### src/rtl/io_pkg.sv
// rtl/io_pkg.sv - shared types and constants for the memory-mapped input port
//
// Contents:
//   io_state_e     : wait-request FSM state encoding (2-bit)
//   IO_SW_ADDR     : byte address of the user-input (switch) port
//   IO_LED_ADDR    : byte address of the LED output port
//   is_sw_addr()   : address-decoder helper that produces io_rd_req
package io_pkg;

  typedef enum logic [1:0] {
    ST_IDLE    = 2'd0,
    ST_RELEASE = 2'd1,
    ST_PRESS   = 2'd2,
    ST_DONE    = 2'd3
  } io_state_e;

  localparam logic [31:0] IO_SW_ADDR  = 32'hFFFF_FC70;
  localparam logic [31:0] IO_LED_ADDR = 32'hFFFF_FC60;

  // Word-aligned match; the decoder ANDs this with the load strobe.
  function automatic logic is_sw_addr(input logic [31:0] addr);
    return (addr[31:2] == IO_SW_ADDR[31:2]);
  endfunction

endpackage

### src/rtl/btn_debounce.sv
// rtl/btn_debounce.sv - synchroniser plus counter debouncer for one push button
//
// Ports:
//   clk        in   system clock
//   rst        in   asynchronous active-high reset
//   btn_raw    in   raw, bouncing, asynchronous button level
//   level      out  debounced button level
//   rise_pulse out  one-cycle pulse on each debounced rising edge
//
// Latency from a stable raw edge to the level change (and pulse) is
// 2 synchroniser cycles + DEBOUNCE_CYCLES + 1.
module btn_debounce #(
  parameter int DEBOUNCE_CYCLES = 1_000_000
) (
  input  logic clk,
  input  logic rst,
  input  logic btn_raw,
  output logic level,
  output logic rise_pulse
);

  localparam int CNT_W = (DEBOUNCE_CYCLES < 1) ? 1 : $clog2(DEBOUNCE_CYCLES + 1);
  localparam logic [CNT_W-1:0] CNT_MAX = CNT_W'(DEBOUNCE_CYCLES);

  logic             sync1_q;
  logic             sync2_q;
  logic             level_q;
  logic             level_d;
  logic             pulse_q;
  logic             pulse_d;
  logic [CNT_W-1:0] cnt_q;
  logic [CNT_W-1:0] cnt_d;

  // The counter only runs while the synchronised input disagrees with the
  // debounced level; any agreement (a bounce back) restarts the wait.
  always_comb begin
    cnt_d   = cnt_q;
    level_d = level_q;
    if (sync2_q == level_q) begin
      cnt_d = '0;
    end else if (cnt_q == CNT_MAX) begin
      level_d = sync2_q;
      cnt_d   = '0;
    end else begin
      cnt_d = cnt_q + CNT_W'(1);
    end
    pulse_d = level_d & ~level_q;
  end

  always_ff @(posedge clk or posedge rst) begin
    if (rst) begin
      sync1_q <= 1'b0;
      sync2_q <= 1'b0;
      cnt_q   <= '0;
      level_q <= 1'b0;
      pulse_q <= 1'b0;
    end else begin
      sync1_q <= btn_raw;
      sync2_q <= sync1_q;
      cnt_q   <= cnt_d;
      level_q <= level_d;
      pulse_q <= pulse_d;
    end
  end

  assign level      = level_q;
  assign rise_pulse = pulse_q;

endmodule

### src/rtl/io_wait_req.sv
// rtl/io_wait_req.sv - stalls an input-port load until the operator presses enter
//
// Ports:
//   clk            in   system clock
//   rst            in   asynchronous active-high reset
//   enter_raw      in   raw enter button (asynchronous, bouncing)
//   sw             in   raw switches, SW_WIDTH bits
//   io_rd_req      in   core is loading from the input address
//   stall_req_io   out  pipeline stall request (combinational)
//   io_rdata       out  last captured switch value, zero-extended to 32 bits
//   io_rdata_valid out  high for the single cycle the load consumes io_rdata
//   enter_pulse    out  one-cycle pulse on each debounced press
module io_wait_req
  import io_pkg::*;
#(
  parameter int SW_WIDTH        = 16,
  parameter int DEBOUNCE_CYCLES = 1_000_000
) (
  input  logic                clk,
  input  logic                rst,
  input  logic                enter_raw,
  input  logic [SW_WIDTH-1:0] sw,
  input  logic                io_rd_req,
  output logic                stall_req_io,
  output logic [31:0]         io_rdata,
  output logic                io_rdata_valid,
  output logic                enter_pulse
);

  logic      enter_level;
  logic      enter_rise;
  logic      capture;
  io_state_e state_q;
  io_state_e state_d;
  logic [31:0] rdata_q;

  btn_debounce #(
    .DEBOUNCE_CYCLES(DEBOUNCE_CYCLES)
  ) u_enter_db (
    .clk       (clk),
    .rst       (rst),
    .btn_raw   (enter_raw),
    .level     (enter_level),
    .rise_pulse(enter_rise)
  );

  // A flush (io_rd_req dropping) takes priority over a press so that a
  // cancelled load never updates the data register.
  always_comb begin
    state_d = state_q;
    capture = 1'b0;
    unique case (state_q)
      ST_IDLE: begin
        if (io_rd_req) begin
          // A button still held from an earlier read must be released first.
          state_d = enter_level ? ST_RELEASE : ST_PRESS;
        end
      end
      ST_RELEASE: begin
        if (!io_rd_req) begin
          state_d = ST_IDLE;
        end else if (!enter_level) begin
          state_d = ST_PRESS;
        end
      end
      ST_PRESS: begin
        if (!io_rd_req) begin
          state_d = ST_IDLE;
        end else if (enter_rise) begin
          capture = 1'b1;
          state_d = ST_DONE;
        end
      end
      ST_DONE: begin
        state_d = ST_IDLE;
      end
      default: begin
        state_d = ST_IDLE;
      end
    endcase
  end

  always_ff @(posedge clk or posedge rst) begin
    if (rst) begin
      state_q <= ST_IDLE;
      rdata_q <= '0;
    end else begin
      state_q <= state_d;
      if (capture) begin
        rdata_q <= 32'(sw);
      end
    end
  end

  // Combinational so the stall lands in the same cycle as the request; gated
  // by rst so a reset mid-wait drops it without waiting for io_rd_req to fall.
  assign stall_req_io   = ~rst & (((state_q == ST_IDLE) & io_rd_req) |
                                  (state_q == ST_RELEASE) |
                                  (state_q == ST_PRESS));
  assign io_rdata_valid = (state_q == ST_DONE);
  assign io_rdata       = rdata_q;
  assign enter_pulse    = enter_rise;

endmodule

### config.mk
export PLATFORM = sky130hd
export DESIGN_NAME = io_wait_req
export DESIGN_NICKNAME = d
export VERILOG_FILES = /design/src/rtl/io_pkg.sv /design/src/rtl/btn_debounce.sv /design/src/rtl/io_wait_req.sv
export SDC_FILE = /design/constraint.sdc
export NUM_CORES = 1
export LEC_CHECK = 0
export CAP_MARGIN = 10
export CORE_MARGIN = 3
export CORE_UTILIZATION = 45
export DETAILED_ROUTE_END_ITERATION = 10
export GPL_TIMING_DRIVEN = 0
export PLACE_DENSITY = 0.75
export SYNTH_ARGS = -nofsm -noshare
export SYNTH_HDL_FRONTEND = slang
export SYNTH_HIERARCHICAL = 1
export SYNTH_SLANG_ARGS = --single-unit
export TNS_END_PERCENT = 5
### constraint.sdc
create_clock -name clk -period 2.35 [get_ports clk]
set_input_delay 0.47 -clock clk [delete_from_list [all_inputs] [get_ports clk]]
set_output_delay 0.47 -clock clk [all_outputs]
set_load 0.005 [all_outputs]
# == After elaboration in Yosys (flattened, before gate mapping) ==
# Cells that the tools add are included.
# totals
ff_bits,42
output_inout_bits,35
in_bits,20
wordCells,39
# classes
eq_ne,8
bitwise,7
mux,14
n_addsub,1
reduce_logical,2
# op_table
operator,n
two-way mux 20 bit,2
"adder 20 x 1 -> 20 bit, second input constant",1
"== test 20 bit, second input constant",1
two-way mux 2 bit,6
one-hot mux 2 bit (4 select lines),1
two-way mux 1 bit,5
"== test 2 bit, second input constant",2
bitwise AND 1 bit,3
"!= test 3 x 2 -> 1 bit, second input constant",1
"!= test 3 bit, second input constant",1
AND reduction 3 bit,1
"== test 2 x 1 -> 1 bit, second input constant",1
zero test 2 bit,1
"!= test 2 bit, second input constant",1
NOT 1 bit,2
bitwise OR 1 bit,2
== test 1 bit,1

# == Logic depth before layout (Yosys ltp) ==
# Gate-level depths: netlist of run 1.
# depth
depth_word,5
ltp_mapped,6

# == Modules after synthesis ==
# Netlist of run 1, hierarchy kept.
# by_module_without_submodules
mod,seq_area_each_um2,cells_each,area_each_um2,instances
btn_debounce,600.6,117,1183.6,1
io_wait_req,450.4,61,877.1,1

# == Worst setup path before layout of run 1 ==
# Ideal clock, no wire load.
# synth_path
path_type,register to register
start,reg u_enter_db.cnt_q[13]
end,reg u_enter_db.level_q (netlist: u_enter_db/level)
setup_ns,0.128
slack_ns,0.556
t_arrival_ns,1.666
stages_incl_launch_ff,5
period_less_slack_ns,1.794
cell_sequence,dfrtp_1 -> or4_1 -> nor4_1 -> nand4_1 -> mux2_1
# synth_between
elab_chain_cells,3
# synth_lines
item,line,source
from (decl),btn_debounce.sv:31,logic [CNT_W-1:0] cnt_q;
from (signal assigned),btn_debounce.sv:60,cnt_q <= cnt_d;
== test 20 bit,btn_debounce.sv:41,end else if (cnt_q == CNT_MAX) begin
two-way mux 1 bit,btn_debounce.sv:41,
two-way mux 1 bit,btn_debounce.sv:39,if (sync2_q == level_q) begin
named net u_enter_db.level_d,btn_debounce.sv:28,logic level_d;
to (signal assigned),btn_debounce.sv:61,level_q <= level_d;
to (decl),btn_debounce.sv:27,logic level_q;
# The timed path passes the listed nets, and every way through them passes these cells.
# A chain may end at the register's enable or synchronous reset.

# == Worst setup path in the final report of run 1 ==
# layout_path
start,in io_rd_req
end,out stall_req_io
# layout_between
elab_chain_cells,4
# layout_lines
item,line,source
from (decl),io_wait_req.sv:23,"input logic io_rd_req,"
bitwise AND 1 bit,io_wait_req.sv:97,assign stall_req_io = ~rst & (((state_q == ST_IDLE) & io_rd_req) |
bitwise OR 1 bit,io_wait_req.sv:97,
bitwise OR 1 bit,io_wait_req.sv:98,(state_q == ST_RELEASE) |
bitwise AND 1 bit,io_wait_req.sv:97,
to (decl),io_wait_req.sv:24,"output logic stall_req_io,"
# No other way between the ends.

==> results of run 1 <==
-- layer usage --
layer,share of wire,vias up,global-route usage
met3,0.047,5,0.05335
met2,0.49,33,0.2500
li1,-,708,-
met1,0.44,700,0.2093
met5,0,-,0
met4,0.018,0,0.06640
-- layout make-up --
cell class	count	area, sq um	area share
timing repair buffer	38	380.4	0.1437
tap	50	62.56	0.02364
clock buffer	6	72.57	0.02742
multi-input combinational	123	888.4	0.3357
sequential	42	1051	0.3972
inverter	6	22.52	0.008511
clock inverter	2	13.76	0.005201
buffer	22	155.1	0.05863
-- registers in the layout (all words and copies together), names as in the netlist --
signal                 flops
u_enter_db/sync2_q         1
u_enter_db/sync1_q         1
state_q                    2
u_enter_db/rise_pulse      1
u_enter_db/cnt_q          20
u_enter_db/level           1
io_rdata                  16
-- power by group through the flow --
stage          logic [mW]  clock network, mW  registers, mW
2_1_floorplan      0.0549                  0          0.749
4_1_cts            0.0977              0.479          0.737
6_report           0.0975              0.460          0.737
3_5_place_dp       0.0976                  0          0.751
3_3_place_gp       0.0970                  0          0.751
5_1_grt             0.109              0.503          0.738
-- metrics by stage --
| stage | instance area, sq um | total power [mW] |
|---|---|---|
| 2_1_floorplan | 2117 | 0.8042 |
| 5_1_grt | 2646 | 1.349 |
| 3_5_place_dp | 2560 | 0.8486 |
| 3_3_place_gp | 2560 | 0.8478 |
| 6_report | 2646 | 1.295 |
| 4_1_cts | 2646 | 1.313 |
-- synthesized netlist by cell type, types with 2 or more instances --
library cell / count / area (sq um)
inv_1: 6 / 22.52
xnor2_1: 6 / 52.55
o31ai_1: 4 / 30.03
mux2_2: 6 / 67.56
ha_1: 2 / 25.02
or3_1: 2 / 12.51
nand3_1: 6 / 30.03
buf_2: 4 / 20.02
and3_1: 2 / 12.51
nor2_1: 16 / 60.06
buf_4: 16 / 120.1
nor4b_1: 2 / 17.52
and4_1: 2 / 17.52
or4_1: 4 / 30.03
dfrtp_1: 42 / 1051
a21oi_1: 4 / 20.02
nand2_1: 8 / 30.03
xor2_1: 8 / 70.07
nand4_1: 5 / 31.28
nor4_1: 2 / 12.51
mux2_4: 10 / 150.1
nor3_1: 3 / 15.01
-- how the worst min path moves through the flow --
stage,from,end,slack [ns],depth (start not counted)
6_report,u_enter_db/sync1_q,u_enter_db/sync2_q,0.36,0
5_1_grt,u_enter_db/sync1_q,u_enter_db/sync2_q,0.39,0
4_1_cts,u_enter_db/sync1_q,u_enter_db/sync2_q,0.36,0
3_5_place_dp,u_enter_db/sync1_q,u_enter_db/sync2_q,0.34,0
3_3_place_gp,u_enter_db/sync1_q,u_enter_db/sync2_q,0.34,0
2_1_floorplan,u_enter_db/sync1_q,u_enter_db/sync2_q,0.33,0
-- logic make-up after synthesis --
| logic type | Yosys count | synth area share |
|---|---|---|
| buf+inv | 28 | 0.08622 |
| simple gates | 62 | 0.1797 |
| flops | 42 | 0.5100 |
| xor+xnor | 14 | 0.05950 |
| mux | 17 | 0.1111 |
| other cells | 1 | 0.001820 |
| compound gates | 12 | 0.03947 |
| fa+ha+maj | 2 | 0.01214 |
==> impl_summary.txt, run 1 <==
----------------------------------------------------
[Critical path]
  Element type at the critical path start ... input port
  Critical path endpoint category ... output pin
  Register-to-register setup slack ... 0.33 ns
  Data arrival time at the worst-slack endpoint ... about 1.7 ns
  Slowest cell on the critical path ... clkdlybuf4s50_1
  Delay of the slowest cell on the worst path ... 0.56 ns
  Critical Path RT ... 1.88 ns
  Launching element of the worst setup path ... io_rd_req
  Worst path bufs/invs ... 2
  End of the critical path ... stall_req_io
  Cell chain of the critical path ... clkdlybuf4s50_1 > nor3_1 > nor3_1 > clkdlybuf4s50_1
  Reg-to-reg startpoint ... u_enter_db/cnt_q[13]
  Crit Path Max Fanout ... 4
  Cell family contributing the most delay on the critical path ... buffers and inverters
  Category of the most critical setup path ... input port to output pin
  Number of cells traversed by the worst register-to-register path ... 4
  Logic depth of the worst path, buffers included ... 4
  Reg-to-reg endpoint ... u_enter_db/level

[STA]
  Count of pins over their slew limit ... 0
  Final number of hold-violating endpoints ... 0
  Setup TNS ... 0 ns
  Final worst-path cycle share ... 0.9387
  Shortest period the worst path allows ... 2.206 ns
  Max-slew headroom ... 0.3929
  Worst Skew ... between 0.008 and 0.009 ns
  Maximum achievable frequency ... 0.4533 GHz
  Measured slew at the worst slew-check pin ... 0.9097 ns
  Worst hold margin ... 0.3621 ns
  Setup repair after global routing missed its margin ... false
  Fin worst setup slack ... about 0.14 ns
  Final number of setup-violating endpoints ... 0

[Yosys]
  Warnings, synthesis ... 6
  Async set-reset flop share out of synthesis ... 1.000
  Share of synthesized area occupied by flip-flops and latches ... 0.5100
  Distinct cell type count of the synthesized netlist ... 40
  Number of flip-flops and latches in the synthesized netlist ... 42
  Area of the mapped netlist ... 0.002061 sq mm
  Number of enable flip-flop cells after synthesis ... 0
  Syn avg cell area ... 11.58 sq um
  Synth Flop Type ... dfrtp_1
  Instance count of the mapped netlist ... 178

[Placement]
  Placer Congestion ... 0.7717
  Buffers on Ports ... 38
  Detailed placement HPWL ... 2854 microns
  Cell Count Post-Placement ... 281
  Worst slack after detailed placement ... 0.1428 ns

[Cells and area]
  Non-Filler Instances ... 289
  Highest-count cells in the layout ignoring fill and taps ... dfrtp_1 (42), clkdlybuf4s50_1 (38), buf_4 (16), conb_1 (16), nor2_1 (16)
  Number of fillers in the final layout ... 354
  Most common cell after layout, fill and taps aside ... dfrtp_1
  Final antenna diode count ... 0
  Utilization of the core after routing ... 0.6298
  Ratio of cells with drive above 1 in the final layout ... 0.2050
  Layout overhead on the synthesized area ... 28.42%
  Net count reported at finish ... 260

[Clock network]
  Cell at the root of the clock tree ... clkbuf_8
  Clock tree from TritonCTS ... yes
  Number of resized instances in the post-cts repair step ... 0
  Clk sink count ... 42
  Hold-fix buffer count after cts ... 0
  Post-CTS setup buffer count ... 0
  Maximum root-to-sink buffer count ... 2
  Num CTS Buffers ... 5
  Max H-tree Level ... 2
  CTS clock-pin slew for the worst setup and hold paths ... 0.08 ns
  Worst-skew pair later-pin latency ... ~0.3 ns

[GRT]
  Vias in the first global route ... 1,418
  Wire length of the first global-routing pass ... 6589 microns
  Antenna violations before repair ... 0
  Total global routing track utilization ... 0.1621
  Overflow after GRT ... 0
  Pin count of the biggest net entering global routing ... 25

[Floorplanning]
  Initial core utilization ... 0.4905
  Vertical die dimension ... roughly 74 microns
  Die Span X ... 73.67 microns
  Core area ... approximately 0.0042 sq mm
  Site row count ... 23
  I/O pin count ... 55
  Total die area ... 0.005427 sq mm

[Power and ir drop]
  Pwr Density ... 489.2 mW/mm^2
  Proportion of power drawn by the clock network ... 0.356
  Worst VDD drop ... 0.3781 mV
  Switching pwr ... 0.3003 mW
  Switching power share of the total ... 0.2319
  Reported leakage power ... around 1.3 nW
  Power share of the combinational group ... 0.075
  Sequential share of power ... 0.569
  Cell-internal power ... between 0.9 and 1 mW

[Routing]
  Vias post-DR ... about 1,400
  Post-DR wirelength/cell ... 13.79 microns
  Detailed Route Iter0 Violations ... 96
  Detailed Routing Iterations Pass 1 ... 4
  Final ANT Viol Nets ... 0
  Total wirelength of the detailed-routed design ... ~4000 microns
  Via-per-instance ratio ... about 5
  Number of remaining DRC errors ... 0

[Flow run]
  Number of max-cap violations ... 0

[Hold path]
  Class of the tightest hold or removal check ... register to register

[Status]
  Status ... completed

----------------------------------------------------
No activity file was read; power rests on OpenSTA's default activity.
==> run 2: changes to the inputs <==
Settings changed: GPL_ROUTABILITY_DRIVEN set to 0.
==> results of run 2 <==
Same layout as run 1: the final DEF is identical, and so are final timing and power.
